[src/rtl/pipelined_register_file.sv]
// ============================================================================
// pipelined_register_file: 2R/1W register file with pending-write scoreboard;
// optional REGFILE_BYPASS_EN forwards same-cycle writes. Rev 1.0
// ============================================================================
`default_nettype none

module pipelined_register_file #(
   parameter int DATA_WIDTH = 32,
   parameter int ADDR_WIDTH = 5,
   parameter int ZERO_REG   = 1
) (
   input  logic                  clk,
   input  logic                  resetN,
   input  logic                  wrEnable,
   input  logic [ADDR_WIDTH-1:0] wrReg,
   input  logic [DATA_WIDTH-1:0] wrData,
   input  logic [ADDR_WIDTH-1:0] rdReg1,
   input  logic [ADDR_WIDTH-1:0] rdReg2,
   output logic [DATA_WIDTH-1:0] rdData1,
   output logic [DATA_WIDTH-1:0] rdData2,
   input  logic                  issueValid,
   input  logic [ADDR_WIDTH-1:0] issueReg,
   output logic                  rdBusy1,
   output logic                  rdBusy2,
   output logic [ADDR_WIDTH:0]   busyCount
);

   localparam int                  DEPTH    = 2**ADDR_WIDTH;
   localparam logic [ADDR_WIDTH-1:0] ZERO_IDX = '0;
   localparam bit                  HARD_ZERO = (ZERO_REG != 0);

   logic [DATA_WIDTH-1:0] regfile_q [DEPTH];
   logic [DEPTH-1:0]      busy_q;
   logic [DEPTH-1:0]      busy_d;
   logic [ADDR_WIDTH:0]   busy_count_q;
   logic [ADDR_WIDTH:0]   busy_count_d;
   logic                  wr_allowed;
   logic                  issue_allowed;

   assign wr_allowed    = wrEnable   && !(HARD_ZERO && (wrReg    == ZERO_IDX));
   assign issue_allowed = issueValid && !(HARD_ZERO && (issueReg == ZERO_IDX));

   // Set is applied after clear so a new producer supersedes the retiring one.
   always_comb begin
      busy_d = busy_q;
      if (wrEnable) begin
         busy_d[wrReg] = 1'b0;
      end
      if (issue_allowed) begin
         busy_d[issueReg] = 1'b1;
      end
      busy_count_d = '0;
      for (int i = 0; i < DEPTH; i++) begin
         busy_count_d = busy_count_d + {{ADDR_WIDTH{1'b0}}, busy_d[i]};
      end
   end

   always_ff @(posedge clk or negedge resetN) begin
      if (!resetN) begin
         for (int i = 0; i < DEPTH; i++) begin
            regfile_q[i] <= '0;
         end
         busy_q       <= '0;
         busy_count_q <= '0;
      end else begin
         if (wr_allowed) begin
            regfile_q[wrReg] <= wrData;
         end
         busy_q       <= busy_d;
         busy_count_q <= busy_count_d;
      end
   end

   assign busyCount = busy_count_q;

   always_comb begin
      rdData1 = regfile_q[rdReg1];
      rdBusy1 = busy_q[rdReg1];
`ifdef REGFILE_BYPASS_EN
      if (wrEnable && (wrReg == rdReg1)) begin
         rdData1 = wrData;
         if (!(issueValid && (issueReg == rdReg1))) begin
            rdBusy1 = 1'b0;
         end
      end
`endif
      if (HARD_ZERO && (rdReg1 == ZERO_IDX)) begin
         rdData1 = '0;
      end
   end

   always_comb begin
      rdData2 = regfile_q[rdReg2];
      rdBusy2 = busy_q[rdReg2];
`ifdef REGFILE_BYPASS_EN
      if (wrEnable && (wrReg == rdReg2)) begin
         rdData2 = wrData;
         if (!(issueValid && (issueReg == rdReg2))) begin
            rdBusy2 = 1'b0;
         end
      end
`endif
      if (HARD_ZERO && (rdReg2 == ZERO_IDX)) begin
         rdData2 = '0;
      end
   end

endmodule

`default_nettype wire
[config.mk]
export PLATFORM = sky130hd
export DESIGN_NAME = pipelined_register_file
export DESIGN_NICKNAME = d
export VERILOG_FILES = /design/src/rtl/pipelined_register_file.sv
export SDC_FILE = /design/constraint.sdc
export NUM_CORES = 2
export LEC_CHECK = 0
export BUFFER_PORTS_ARGS = -buffer_cell sky130_fd_sc_hd__buf_2
export CORE_MARGIN = 1
export CORE_UTILIZATION = 40
export CTS_CLUSTER_SIZE = 25
export DETAILED_ROUTE_END_ITERATION = 10
export PLACE_DENSITY = 0.64
export SLEW_MARGIN = 20
export SYNTH_ARGS = -nofsm -noshare
export SYNTH_HDL_FRONTEND = slang
export SYNTH_SLANG_ARGS = --single-unit
[constraint.sdc]
create_clock -name clk -period 5.26 [get_ports clk]
set_clock_uncertainty 0.15 [all_clocks]
set_input_delay 0.263 -clock clk [delete_from_list [all_inputs] [get_ports clk]]
set_output_delay 0.263 -clock clk [all_outputs]
set_load 0.01 [all_outputs]
==> Flow_metrics.wiki <==
{| class="wikitable"
! Metric !! Value
|-
| Post-synth top cells || dfrtp_1, mux2_1, mux4_2
|-
| Total power density per cell area || 416 mW/mm^2
|-
| Count of synthesis-stage warnings from yosys || 0
|-
| Clock-pin transition on the worst setup and hold timing paths || 60 ps
|-
| Via count of the first global-routing pass || 37700
|-
| Total Power || 26.8 mW
|-
| Chip width || 379 um
|-
| Antenna Violating Nets Remaining || 0
|-
| Half-perimeter wire length after placement || 105000 um
|-
| Sequential cell area || 0.0266 sq mm
|-
| Start point of the worst hold path || wrReg[2]
|-
| Largest net degree at the start of global routing || 170
|-
| Hold Fails Final Rpt || 0
|-
| Die footprint || 0.144 sq mm
|-
| Combined area of the multi-input logic cells || 0.0288 sq mm
|-
| Avg Cell Area, Syn || 14.8 sq um
|-
| Via density || 6.32
|-
| Clock Latency Late Sink || 720 ps
|-
| Max Clock Freq || 0.197 GHz
|-
| Count of vias placed by the detailed router || 36800
|-
| Die boundary height || 379 um
|-
| Arithmetic-cell share of the synthesized area counting full adders, half adders and majority gates || 0.999%
|-
| Synthesized Nets || 3918
|-
| Worst min-delay path category || in2reg
|-
| Share of flip-flops with an asynchronous set or reset || 100%
|-
| Result of the run || completed
|-
| Dominant combinational cell family by area after synthesis || multiplexers
|-
| Detailed Route Iter0 Violations || 3269
|-
| CP Data Required Time || 5750 ps
|-
| Detailed-route wire length || 182000 um
|-
| Startpoint of the lowest-slack register-to-register path || busy_q[17]
|-
| Number of core rows || 138
|-
| Startpoint of the worst setup timing path || busy_q[17]
|-
| All-Layer GR Usage || 25.5%
|-
| Cell area after synthesis || 0.0569 sq mm
|-
| Layout overhead on the synthesized area || 13.1%
|-
| CTS tree || built
|-
| Max-capacitance violation count || 0
|-
| Most repeated cell in the gate-level netlist after synthesis || dfrtp_1
|-
| Initial DRT Pass Iterations || 5
|-
| Yosys top cell area share || 46.7%
|-
| Wire length of the first global-routing pass || 267000 um
|-
| Post-Synthesis Cells || 3831
|-
| Setup-violating endpoint count in the final report || 0
|-
| Overall overflow remaining after global route || 0
|-
| Final critical-path required period || 5080 ps
|-
| XOR/XNOR Fraction of Synth Area || 0.0462%
|-
| Number of clock sinks || 1062
|-
| Total negative slack for setup checks || 0 ps
|-
| CTS buffer count || 110
|-
| Clock buffer depth || 3
|-
| Arr. time, crit path || 5580 ps
|-
| Highest ir drop seen on vdd || 1120 uV
|-
| Area fraction in compound gates after synthesis || 5.22%
|-
| Post-synthesis register bit count || 1062
|-
| Mux share of post-synthesis cell area || 41.7%
|-
| Startpoint kind of the worst setup timing path || register
|-
| Port bufs || 127
|-
| Final #Nets || 3929
|-
| Worst Setup Path Type || reg2reg
|-
| Worst-case reg-to-reg path depth || 16
|-
| Initial core utilization || 40.3%
|-
| Reported leakage power || 28.0 nW
|-
| Commonest register cell after synthesis || dfrtp_1
|-
| Main area contributors after synthesis || dfrtp_1, mux4_2, mux2_1
|-
| Total DRC errors in the routed layout || 0
|-
| Finished Core Util || 45.5%
|-
| Io pins || 128
|-
| Final routed wire length divided by cell count || 31.2 um
|-
| Actual slew at the worst max-slew pin || 1200 ps
|-
| Count of distinct cell types in the synthesized netlist || 46
|-
| CP max FO || 3
|-
| Number of enable flip-flop cells after synthesis || 0
|-
| Placeable core area || 0.141 sq mm
|-
| Fraction of layout cells with a size suffix above 1 || 36.1%
|-
| Cell type with the largest total area after synthesis || dfrtp_1
|-
| Instance area after placement || 0.0599 sq mm
|-
| Clock root cell || clkbuf_16
|-
| Part of the Yosys area used for sequential elements || 46.7%
|-
| Worst slew margin || 20.0%
|-
| Endpoint class of the critical path || register
|-
| Antenna violations before repair || 11
|-
| Simple-gate portion of the synthesized area || 1.73%
|-
| Number of pins exceeding their max-slew limit in the final report || 0
|-
| Post-route standard cell area excluding fillers || 0.0643 sq mm
|-
| Number of H-tree branching levels || 3
|-
| Cells on Worst Hold Path || 4
|-
| Number of fill cells || 12500
|-
| Routability cong. || 0.844
|-
| Final period utilization || 96.7%
|-
| Setup repair after global routing missed its margin || no
|}
critical path, cell delays in order (launching register included):
cell and delay (ps):
dfrtp_1 410, a22o_4 290, fa_1 530, inv_1 50
fa_1 440, inv_1 90, fa_2 440, fa_1 540
inv_1 50, fa_1 460, fa_1 540, inv_2 50
ha_4 160, fa_2 360, a21o_1 180, a21oi_2 150
xnor2_1 130
layout by cell type, fill, tap and decap left out, types with 6 or more instances in the layout:
master and count:
inv_2 6, mux2_2 386, mux4_2 468, buf_8 6
fa_1 22, buf_6 10, dlygate4sd3_1 35, a311oi_1 62
o2111ai_1 16, inv_1 33, a211oi_1 64, mux2i_1 128
nor2b_1 65, o21ai_1 79, clkbuf_16 110, clkinvlp_4 7
buf_12 19, clkbuf_1 20, buf_4 155, nand2_4 12
dlymetal6s4s_1 7, dfrtp_1 1062, nand2_1 36, clkinv_2 25
a22o_1 10, a22oi_1 66, mux2_1 672, o21ai_0 51
buf_2 108, nor2_4 18, clkbuf_8 27, nand3b_1 8
nor2_1 6, ha_1 6, a221oi_1 48, bufinv_16 9
cell families (layout without fill, tap and decap cells):
| group | after synthesis | in the layout |
|---|---|---|
| buffers and inverters | 482 | 586 |
| AND/OR/NAND/NOR | 183 | 183 |
| other | 0 | 2 |
| multiplexers | 1654 | 1654 |
| adder cells (fa/ha/maj) | 31 | 31 |
| XOR/XNOR | 3 | 3 |
| flip-flops | 1062 | 1062 |
| AO/OA/AOI/OAI | 416 | 416 |
flip-flops by register name, indices dropped and copies added (netlist names):
| name | cells |
|---|---|
| busyCount | 6 |
| busy_q | 32 |
| regfile_q | 1024 |
area by class of cell:
type / count / share of cell area, %
multi-input combinational: 2287 / 44.7
sequential: 1062 / 41.3
clock buffer: 157 / 4.97
timing repair buffer: 340 / 4.24
tap: 1890 / 3.68
clock inverter: 48 / 0.838
inverter: 41 / 0.247
antenna: 2 / 0.00778
power breakdown:
| group | leakage [nW] | switching (mW) | internal, mW |
|---|---|---|---|
| Sequential | 13.6 | 1.12 | 9.82 |
| Combinational | 12.6 | 3.46 | 4.22 |
| Clock | 1.84 | 3.45 | 4.68 |
| Total | 28.0 | 8.04 | 18.7 |
worst paths after layout:
| check | to | slack (ps) |
|---|---|---|
| max | busyCount[4] | 180 |
| max reg2reg | busyCount[4] | 180 |
| min reg2reg | regfile_q[999] | 240 |
| max in group asynchronous | regfile_q[941] | 3440 |
| min in group asynchronous | regfile_q[900] | 50 |
| min | busy_q[28] | 2 |
repair_timing:
action | in CTS | in global routing
setup endpoints to repair | 0 | 4
endpoints found under the hold margin | 306 | 3
hold buffers | 40 | 3
resized for setup | 0 | 59
buffers inserted | 0 | 15
routing by layer:
layer / part of all wire [%] / global-route usage (%)
met2: 49 / 41.6
met5: 0.038 / 0
met4: 3.7 / 9.97
met3: 6.4 / 3.50
met1: 41 / 34.4
through the flow:
step / cells / worst slack [ps] / hold slack [ps]
floorplan: 3831 / -116 / -183
global placement: 5566 / -232 / 223
finish: 5827 / 176 / 1.56
global route: 5825 / 37.4 / 19.3
CTS: 5811 / 10.5 / 0.694
detailed placement: 5566 / -266 / 232
Power figures use the tool's default switching activity.
